===== src/rtl/reg_bank_arbiter_pkg.sv =====
// Shared types and default sizing for the register-bank write arbiter.
package reg_bank_arbiter_pkg;

   typedef enum logic {
      IDLE = 1'b0,
      OWN  = 1'b1
   } state_t;

   localparam int unsigned NREQ_DEF     = 4;
   localparam int unsigned DW_DEF       = 8;
   localparam int unsigned AW_DEF       = 2;
   localparam int unsigned MAXBURST_DEF = 4;
   localparam int unsigned CNT_W        = 4;

endpackage


===== src/rtl/reg_bank_arbiter_if.sv =====
// Requester-side write bus plus the unarbitrated read port of the register bank.
interface reg_bank_arbiter_if
   import reg_bank_arbiter_pkg::*;
#(
   parameter int unsigned NREQ = NREQ_DEF,
   parameter int unsigned DW   = DW_DEF,
   parameter int unsigned AW   = AW_DEF
);
   logic [NREQ-1:0]    req;
   logic [NREQ-1:0]    req_last;
   logic [NREQ*AW-1:0] req_addr;
   logic [NREQ*DW-1:0] req_data;
   logic [NREQ-1:0]    gnt;
   logic [NREQ-1:0]    ack;
   logic               err;
   logic               busy;
   logic [AW-1:0]      rd_addr;
   logic [DW-1:0]      rd_data;

   modport slave (
      input  req, req_last, req_addr, req_data, rd_addr,
      output gnt, ack, err, busy, rd_data
   );

   modport master (
      output req, req_last, req_addr, req_data, rd_addr,
      input  gnt, ack, err, busy, rd_data
   );
endinterface


===== src/rtl/reg_bank_arbiter_rr_pick.sv =====
// Combinational round-robin picker: first requester at or above ptr, wrapping modulo NREQ.
module rr_pick #(
   parameter int unsigned NREQ = 4,
   parameter int unsigned IW   = 2
) (
   input  logic [NREQ-1:0] req,
   input  logic [IW-1:0]   ptr,
   output logic [NREQ-1:0] onehot,
   output logic [IW-1:0]   idx,
   output logic            valid
);
   int unsigned   j;
   logic [IW-1:0] jj;

   always_comb begin
      onehot = '0;
      idx    = '0;
      valid  = 1'b0;
      j      = 0;
      jj     = '0;
      for (int unsigned i = 0; i < NREQ; i++) begin
         j = 32'(ptr) + i;
         if (j >= NREQ) j = j - NREQ;
         jj = j[IW-1:0];
         if (!valid && req[jj]) begin
            valid      = 1'b1;
            onehot[jj] = 1'b1;
            idx        = jj;
         end
      end
   end
endmodule


===== src/rtl/reg_bank_arbiter.sv =====
// Round-robin owner of a DFF register bank write port with bounded bursts.
module reg_bank_arbiter
   import reg_bank_arbiter_pkg::*;
#(
   parameter int unsigned NREQ     = NREQ_DEF,
   parameter int unsigned DW       = DW_DEF,
   parameter int unsigned AW       = AW_DEF,
   parameter int unsigned MAXBURST = MAXBURST_DEF
) (
   input  logic            clk,
   input  logic            rst,
   reg_bank_arbiter_if.slave bus
);
   localparam int unsigned        IW       = (NREQ > 1) ? $clog2(NREQ) : 1;
   localparam int unsigned        DEPTH    = 2 ** AW;
   localparam logic [CNT_W-1:0]   LAST_CNT = CNT_W'(MAXBURST - 1);

   state_t            state_q, state_d;
   logic [NREQ-1:0]   gnt_q, gnt_d;
   logic [NREQ-1:0]   ack_q, ack_d;
   logic              err_q, err_d;
   logic [IW-1:0]     ptr_q, ptr_d;
   logic [IW-1:0]     own_q, own_d;
   logic [CNT_W-1:0]  beat_cnt_q, beat_cnt_d;
   logic [DW-1:0]     bank_q [DEPTH];
   logic [DW-1:0]     bank_d [DEPTH];

   logic [NREQ-1:0]   pick_onehot;
   logic [IW-1:0]     pick_idx;
   logic              pick_valid;
   logic              beat, own_last, rel;
   logic [AW-1:0]     own_addr;
   logic [DW-1:0]     own_data;

   rr_pick #(.NREQ(NREQ), .IW(IW)) u_pick (
      .req    (bus.req),
      .ptr    (ptr_q),
      .onehot (pick_onehot),
      .idx    (pick_idx),
      .valid  (pick_valid)
   );

   assign beat     = gnt_q[own_q] & bus.req[own_q];
   assign own_last = bus.req_last[own_q];
   assign own_addr = AW'(bus.req_addr >> (32'(own_q) * AW));
   assign own_data = DW'(bus.req_data >> (32'(own_q) * DW));

   always_comb begin
      state_d    = state_q;
      gnt_d      = gnt_q;
      ack_d      = '0;
      err_d      = 1'b0;
      ptr_d      = ptr_q;
      own_d      = own_q;
      beat_cnt_d = beat_cnt_q;
      bank_d     = bank_q;
      rel        = 1'b0;
      case (state_q)
         IDLE: begin
            if (pick_valid) begin
               state_d    = OWN;
               gnt_d      = pick_onehot;
               own_d      = pick_idx;
               beat_cnt_d = '0;
            end
         end
         OWN: begin
            if (!beat) begin
               rel = 1'b1;
            end else begin
               bank_d[own_addr] = own_data;
               ack_d[own_q]     = 1'b1;
               beat_cnt_d       = beat_cnt_q + 1'b1;
               if (own_last) begin
                  rel = 1'b1;
               end else if (beat_cnt_q == LAST_CNT) begin
                  rel   = 1'b1;
                  err_d = 1'b1;
               end
            end
         end
      endcase
      // Every release path hands priority to the requester after the owner.
      if (rel) begin
         state_d = IDLE;
         gnt_d   = '0;
         ptr_d   = (own_q == IW'(NREQ - 1)) ? '0 : own_q + 1'b1;
      end
   end

   always_ff @(posedge clk or negedge rst) begin
      if (!rst) begin
         state_q    <= IDLE;
         gnt_q      <= '0;
         ack_q      <= '0;
         err_q      <= 1'b0;
         ptr_q      <= '0;
         own_q      <= '0;
         beat_cnt_q <= '0;
         bank_q     <= '{default: '0};
      end else begin
         state_q    <= state_d;
         gnt_q      <= gnt_d;
         ack_q      <= ack_d;
         err_q      <= err_d;
         ptr_q      <= ptr_d;
         own_q      <= own_d;
         beat_cnt_q <= beat_cnt_d;
         bank_q     <= bank_d;
      end
   end

   assign bus.gnt     = gnt_q;
   assign bus.ack     = ack_q;
   assign bus.err     = err_q;
   assign bus.busy    = (state_q == OWN);
   assign bus.rd_data = bank_q[bus.rd_addr];
endmodule


===== src/flat_wrapper.sv =====
// flat-port wrapper written by rule: the top's interface ports become plain ports
module reg_bank_arbiter_flat import reg_bank_arbiter_pkg::*;
#(
   parameter int unsigned NREQ     = NREQ_DEF,
   parameter int unsigned DW       = DW_DEF,
   parameter int unsigned AW       = AW_DEF,
   parameter int unsigned MAXBURST = MAXBURST_DEF
)
  (clk, rst, bus_req, bus_req_last, bus_req_addr, bus_req_data, bus_rd_addr, bus_gnt, bus_ack, bus_err, bus_busy, bus_rd_data);
  reg_bank_arbiter_if #(.NREQ(NREQ), .DW(DW), .AW(AW)) bus_i ();
  input  logic clk;
  input  logic rst;
  input wire logic [$bits(bus_i.req)-1:0] bus_req;
  input wire logic [$bits(bus_i.req_last)-1:0] bus_req_last;
  input wire logic [$bits(bus_i.req_addr)-1:0] bus_req_addr;
  input wire logic [$bits(bus_i.req_data)-1:0] bus_req_data;
  input wire logic [$bits(bus_i.rd_addr)-1:0] bus_rd_addr;
  output wire logic [$bits(bus_i.gnt)-1:0] bus_gnt;
  output wire logic [$bits(bus_i.ack)-1:0] bus_ack;
  output wire logic [$bits(bus_i.err)-1:0] bus_err;
  output wire logic [$bits(bus_i.busy)-1:0] bus_busy;
  output wire logic [$bits(bus_i.rd_data)-1:0] bus_rd_data;
  assign bus_i.req = bus_req;
  assign bus_i.req_last = bus_req_last;
  assign bus_i.req_addr = bus_req_addr;
  assign bus_i.req_data = bus_req_data;
  assign bus_i.rd_addr = bus_rd_addr;
  assign bus_gnt = bus_i.gnt;
  assign bus_ack = bus_i.ack;
  assign bus_err = bus_i.err;
  assign bus_busy = bus_i.busy;
  assign bus_rd_data = bus_i.rd_data;
  reg_bank_arbiter #(.NREQ(NREQ), .DW(DW), .AW(AW), .MAXBURST(MAXBURST)) u_core (.clk(clk), .rst(rst), .bus(bus_i));
endmodule

===== config.mk =====
export PLATFORM = sky130hd
export DESIGN_NAME = reg_bank_arbiter_flat
export DESIGN_NICKNAME = d
export VERILOG_FILES = /design/src/rtl/reg_bank_arbiter_pkg.sv /design/src/rtl/reg_bank_arbiter_if.sv /design/src/rtl/reg_bank_arbiter_rr_pick.sv /design/src/rtl/reg_bank_arbiter.sv /design/src/flat_wrapper.sv
export SDC_FILE = /design/constraint.sdc
export NUM_CORES = 1
export LEC_CHECK = 0
export CAP_MARGIN = 10
export CORE_ASPECT_RATIO = 0.8
export CORE_MARGIN = 8
export CORE_UTILIZATION = 40
export DETAILED_ROUTE_END_ITERATION = 10
export PLACE_DENSITY_LB_ADDON = 0.12
export REMOVE_ABC_BUFFERS = 1
export SLEW_MARGIN = 40
export SYNTH_ARGS = -nofsm -noshare
export SYNTH_HDL_FRONTEND = slang
export SYNTH_HIERARCHICAL = 1
export SYNTH_SLANG_ARGS = --single-unit

===== constraint.sdc =====
create_clock -name clk -period 5.8 [get_ports clk]
set_input_delay 1.16 -clock clk [delete_from_list [all_inputs] [get_ports clk]]
set_output_delay 1.16 -clock clk [all_outputs]
set_load 0.02 [all_outputs]

-- After elaboration in Yosys (flattened, before gate mapping)
Index checks and enable logic that the tools add are counted.
- ROM bits: 0
- flip-flop bits (word level): 50
- latch bits: 0
- input port bits: 52
- RAM bits: 0
- memories kept: 0
- multiplexer cells: 65
- equality and inequality tests: 5
- reductions and logical operators: 17
- order comparisons: 17
- add/subtract/negate cells: 9
- shifts and indexed selects: 2
- bitwise logic cells: 7
- $mul: 0
- divide/modulo/power cells: 0
- operator list (operator ; count):
    $mux 4 ; 11
    $bwmux 32 ; 1
    $shr 32x5->8 ; 1
    $mux 1 ; 26
    $mux 8 ; 3
    $mux 2 ; 9
    $bmux 8 s2 ; 1
    $demux 8 s2 ; 1
    $ge 3x3->1 const B ; 5
    $lt 2x3->1 const B ; 5
    $bmux 1 s2 ; 7
    $or 4x4->4 ; 3
    $demux 1 s2 ; 5
    $ge 2x1->1 const B ; 5
    $logic_and 1x1->1 ; 9
    $pmux 4 s2 ; 1
    $reduce_and 2->1 ; 4
    $shr 8x3->2 ; 1
    $sub 2x1->2 const B ; 4
    $add 2x2->3 const B ; 2
    $not 2->3 ; 2
    $add 4x1->4 const B ; 1
    $eq 4x2->1 const B ; 1
    $ne 2x2->1 const B ; 2
    other kinds (10) ; 12

-- Logic depth before layout (Yosys ltp)
- depth in word-level cells: 17
- mapped depth: 11
- mapped depth without buffers: 8

-- By module
The synthesis kept the hierarchy.
- by module, submodules not included (module ; cells an instance ; area an instance (um^2) ; instances ; sequential area each (um^2)):
    reg_bank_arbiter ; 176 ; 2591.2 ; 1 ; 1251.2
    rr_pick ; 45 ; 421.7 ; 1 ; 0.0

-- Least setup slack after synthesis
No wires, ideal clock.
- path type: input to output
- start: input bus_rd_addr[0]
- end: output bus_rd_data[0]
- cell stages on the path: 2
- arrival time: 2215 ps
- setup slack: 2425 ps
- path buffers: 1
- path through: clkbuf_1 -> mux4_2
- word-level cells in the longest chain between the ends: 4
- RTL lines (item ; RTL line ; text):
    start, declared ; flat_wrapper.sv:17 ; input wire logic [$bits(bus_i.rd_addr)-1:0] bus_rd_addr;
    $not 2->3 (implied by the code) ; reg_bank_arbiter.sv:117 ; assign bus.rd_data = bank_q[bus.rd_addr];
    $bmux 8 s2 ; reg_bank_arbiter.sv:117 ;
    $mux 8 (implied by the code) (2 in a row) ; reg_bank_arbiter.sv:117 ;
    end, declared ; flat_wrapper.sv:22 ; output wire logic [$bits(bus_i.rd_data)-1:0] bus_rd_data;
Every way passes these cells. The select of a mux whose other input is x is not followed.

-- Final worst setup path
Same ends and word-level chain as after synthesis.

==> impl_metrics.tcl <==
set metrics [dict create \
    status "completed" \
    routedWlPerCell_um 18.01 \
    netlist_top_cells_area "dfrtp_1 42%, mux4_2 15%, mux2_2 13%" \
    grt_pass1_vias 2170 \
    core_um2 7357 \
    crit_fanout 8 \
    avgSynthCellArea_um2 13.63 \
    cts_root_buf "clkbuf_8" \
    total_power_mw 1.673 \
    first_pass_iters 4 \
    critical_path_arrival_ns 3.11 \
    clk_latency_ns 0.30 \
    critical_path_class "in2out" \
    irDropWorstVdd_mv 0.1608 \
    io_pins 70 \
    cts_max_level 2 \
    overflow 0 \
    fin_skew_ns 0.008247 \
    route.vias.total 2096 \
    placed_area_um2 3751 \
    ys_warn_count 6 \
    nets 349 \
    synthArstFlopShare_pct 100.0 \
    grtUsageTotal_pct 13.30 \
    layout_commonest_cell "clkdlybuf4s50_1" \
    grt_max_degree 51 \
    leakagePower_nw 1.671 \
    final_cell_mix "68 x clkdlybuf4s50_1, 49 x dfrtp_1, 34 x mux2_2" \
    period_share_pct 73.68 \
    routed_wl_um 6809 \
    netlist_area_um2 3013 \
    report.final.slew_viol_count 0 \
    antenna_found_initial 0 \
    rsz0062_at_grt "no" \
    hold_violations 0 \
    rr_worst_depth 8 \
    worstReg2RegEnd "u_core/beat_cnt_q[0]$_DFFE_PN0P_" \
    worst_ep_required_time_ns 4.64 \
    ant_nets 0 \
    cts_max_path_buffers 2 \
    path_common_cell "clkdlybuf4s50_1" \
    cp_slowest_stage_delay_ns 0.82 \
    die_y_um 93.63 \
    finalCriticalPeriod_ns 4.274 \
    yosys.area.top_type "dfrtp_1" \
    max-slew-margin-rel_pct 47.57 \
    cts_buffers 5 \
    final_util_pct 52.23 \
    clk_pin_slew_ns 0.09 \
    synth_flop_cell "dfrtp_1" \
    cts-resized-gates 0 \
    worstSetupStartpoint "bus_rd_addr[0]" \
    maxCapViolCount 0 \
    hold_buffers 0 \
    setup.worst_path.end_class "output port" \
    startpoint_type "input port" \
    post_cts.repair.setup_buffers 0 \
    fin_area_um2 3842 \
    drt-initial-drc-count 96 \
    gp_congestion 0.7939 \
    setup_viol 0 \
    dieWidth_um 113.0 \
    synth_cell_types 42 \
    cpMaxStageDelayCell "clkdlybuf4s50_1" \
    synthCells 221 \
    ys_ff_latch 50 \
    p_per_area_nw_per_um2 435.4 \
    num_antenna_cells 0 \
    cp-endpoint "bus_rd_data[0]" \
    fmaxAchievable_mhz 234.0 \
    start_util_pct 40.95 \
    post_route_cells_drive_above_1_share_pct 27.08 \
    dpl.hpwl_um 5121 \
    portBuffers 69 \
    clock_sinks 50 \
    synth-seq-area-share_pct 41.53 \
    tns_ns 0 \
    crit_chain "clkdlybuf4s50_1 -> mux4_2 -> clkdlybuf4s50_1" \
    synth.top_cell.area_share_pct 41.53 \
    area_growth_pct 27.53 \
    avgViaCountPerCell 5.545 \
    synth-edff-count 0 \
    r2r_start "u_core/ptr_q[0]$_DFFE_PN0P_" \
    tritoncts "done" \
    worst_pin_slew_ns 0.7849 \
    hold_class "reg2reg" \
    rows 28 \
    grt_pass1_wl_um 11140 \
    ff2ff_setup_slack_ns 2.91 \
    drc_errors 0 \
    nFillCells 646 \
    die_area_um2 10580 \
]
cells by family (layout without fill, tap and decap cells):
family / Yosys count / in the layout / share of synthesized area (%)
flops: 50 / 50 / 41.53
fa+ha+maj: 10 / 10 / 4.153
buf+inv: 22 / 89 / 3.654
mux: 62 / 62 / 32.52
compound gates: 31 / 31 / 7.641
simple gates: 46 / 46 / 10.51
state kept, by name, indices dropped and copies added, names as in the netlist:
name	cells
u_core/ptr_q	2
u_core/bus.ack	4
u_core/bus.err	1
u_core/beat_cnt_q	4
u_core/bank_q	32
u_core/own_q	2
u_core/bus.gnt	4
u_core/bus.busy	1
per-layer routing:
layer | vias to the layer above | track usage, % | share of wire (%)
met1 | 1060 | 17.47 | 46
met5 | - | 0 | 0
met4 | 0 | 3.429 | 0.94
met2 | 61 | 20.52 | 46
met3 | 6 | 4.636 | 6.6
li1 | 969 | - | -
power by group:
part	switching, mW	internal (mW)	total [mW]
logic	0.395	0.443	0.837
registers	0.155	0.472	0.627
clock network	0.112	0.0964	0.209
total	0.662	1.01	1.67
worst max-delay path: cells and delay by family:
kind | cells | cell delay, ns
mux | 1 | 0.58
buf+inv | 2 | 1.37
cell type report:
cell class / count / area, um2 / share of cell area (%)
Multi-Input combinational cell: 149 / 1652 / 42.98
Sequential cell: 50 / 1252 / 32.60
Timing Repair Buffer: 70 / 693.2 / 18.04
Tap cell: 90 / 112.6 / 2.931
Clock buffer: 7 / 86.33 / 2.247
Inverter: 11 / 41.29 / 1.075
Clock inverter: 1 / 5.005 / 0.1303
synthesized netlist by cell type (4+ instances only):
cell type  instances
mux2_2            34
and3_1             4
nand2_1           12
and2_1             4
o21ai_0            7
ha_1              10
mux4_2            20
dfrtp_1           50
mux4_1             4
nor2_1             6
a22oi_1            8
inv_1              8
clkbuf_1           4
a21oi_1            4
metrics by stage:
stage	hold slack, ns	worst slack [ns]	instances
2_1_floorplan	0.4594	2.934	210
3_3_place_gp	0.4812	1.485	370
3_5_place_dp	0.4871	1.467	370
4_1_cts	0.5075	1.463	378
5_1_grt	0.5225	1.365	378
6_report	0.5062	1.526	378
how the worst min path moves through the flow:
stage	start	depth (start not counted)	endpoint
after detailed placement	u_core/bank_q[19]$_DFFE_PN0P_	1	u_core/bank_q[19]$_DFFE_PN0P_
after CTS	u_core/bank_q[19]$_DFFE_PN0P_	1	u_core/bank_q[19]$_DFFE_PN0P_
final	u_core/bank_q[9]$_DFFE_PN0P_	1	u_core/bank_q[9]$_DFFE_PN0P_
after floorplan	u_core/bank_q[19]$_DFFE_PN0P_	1	u_core/bank_q[19]$_DFFE_PN0P_
after global routing	u_core/bank_q[21]$_DFFE_PN0P_	1	u_core/bank_q[21]$_DFFE_PN0P_
after global placement	u_core/bank_q[19]$_DFFE_PN0P_	1	u_core/bank_q[19]$_DFFE_PN0P_
No activity file was read; power rests on OpenSTA's default activity.
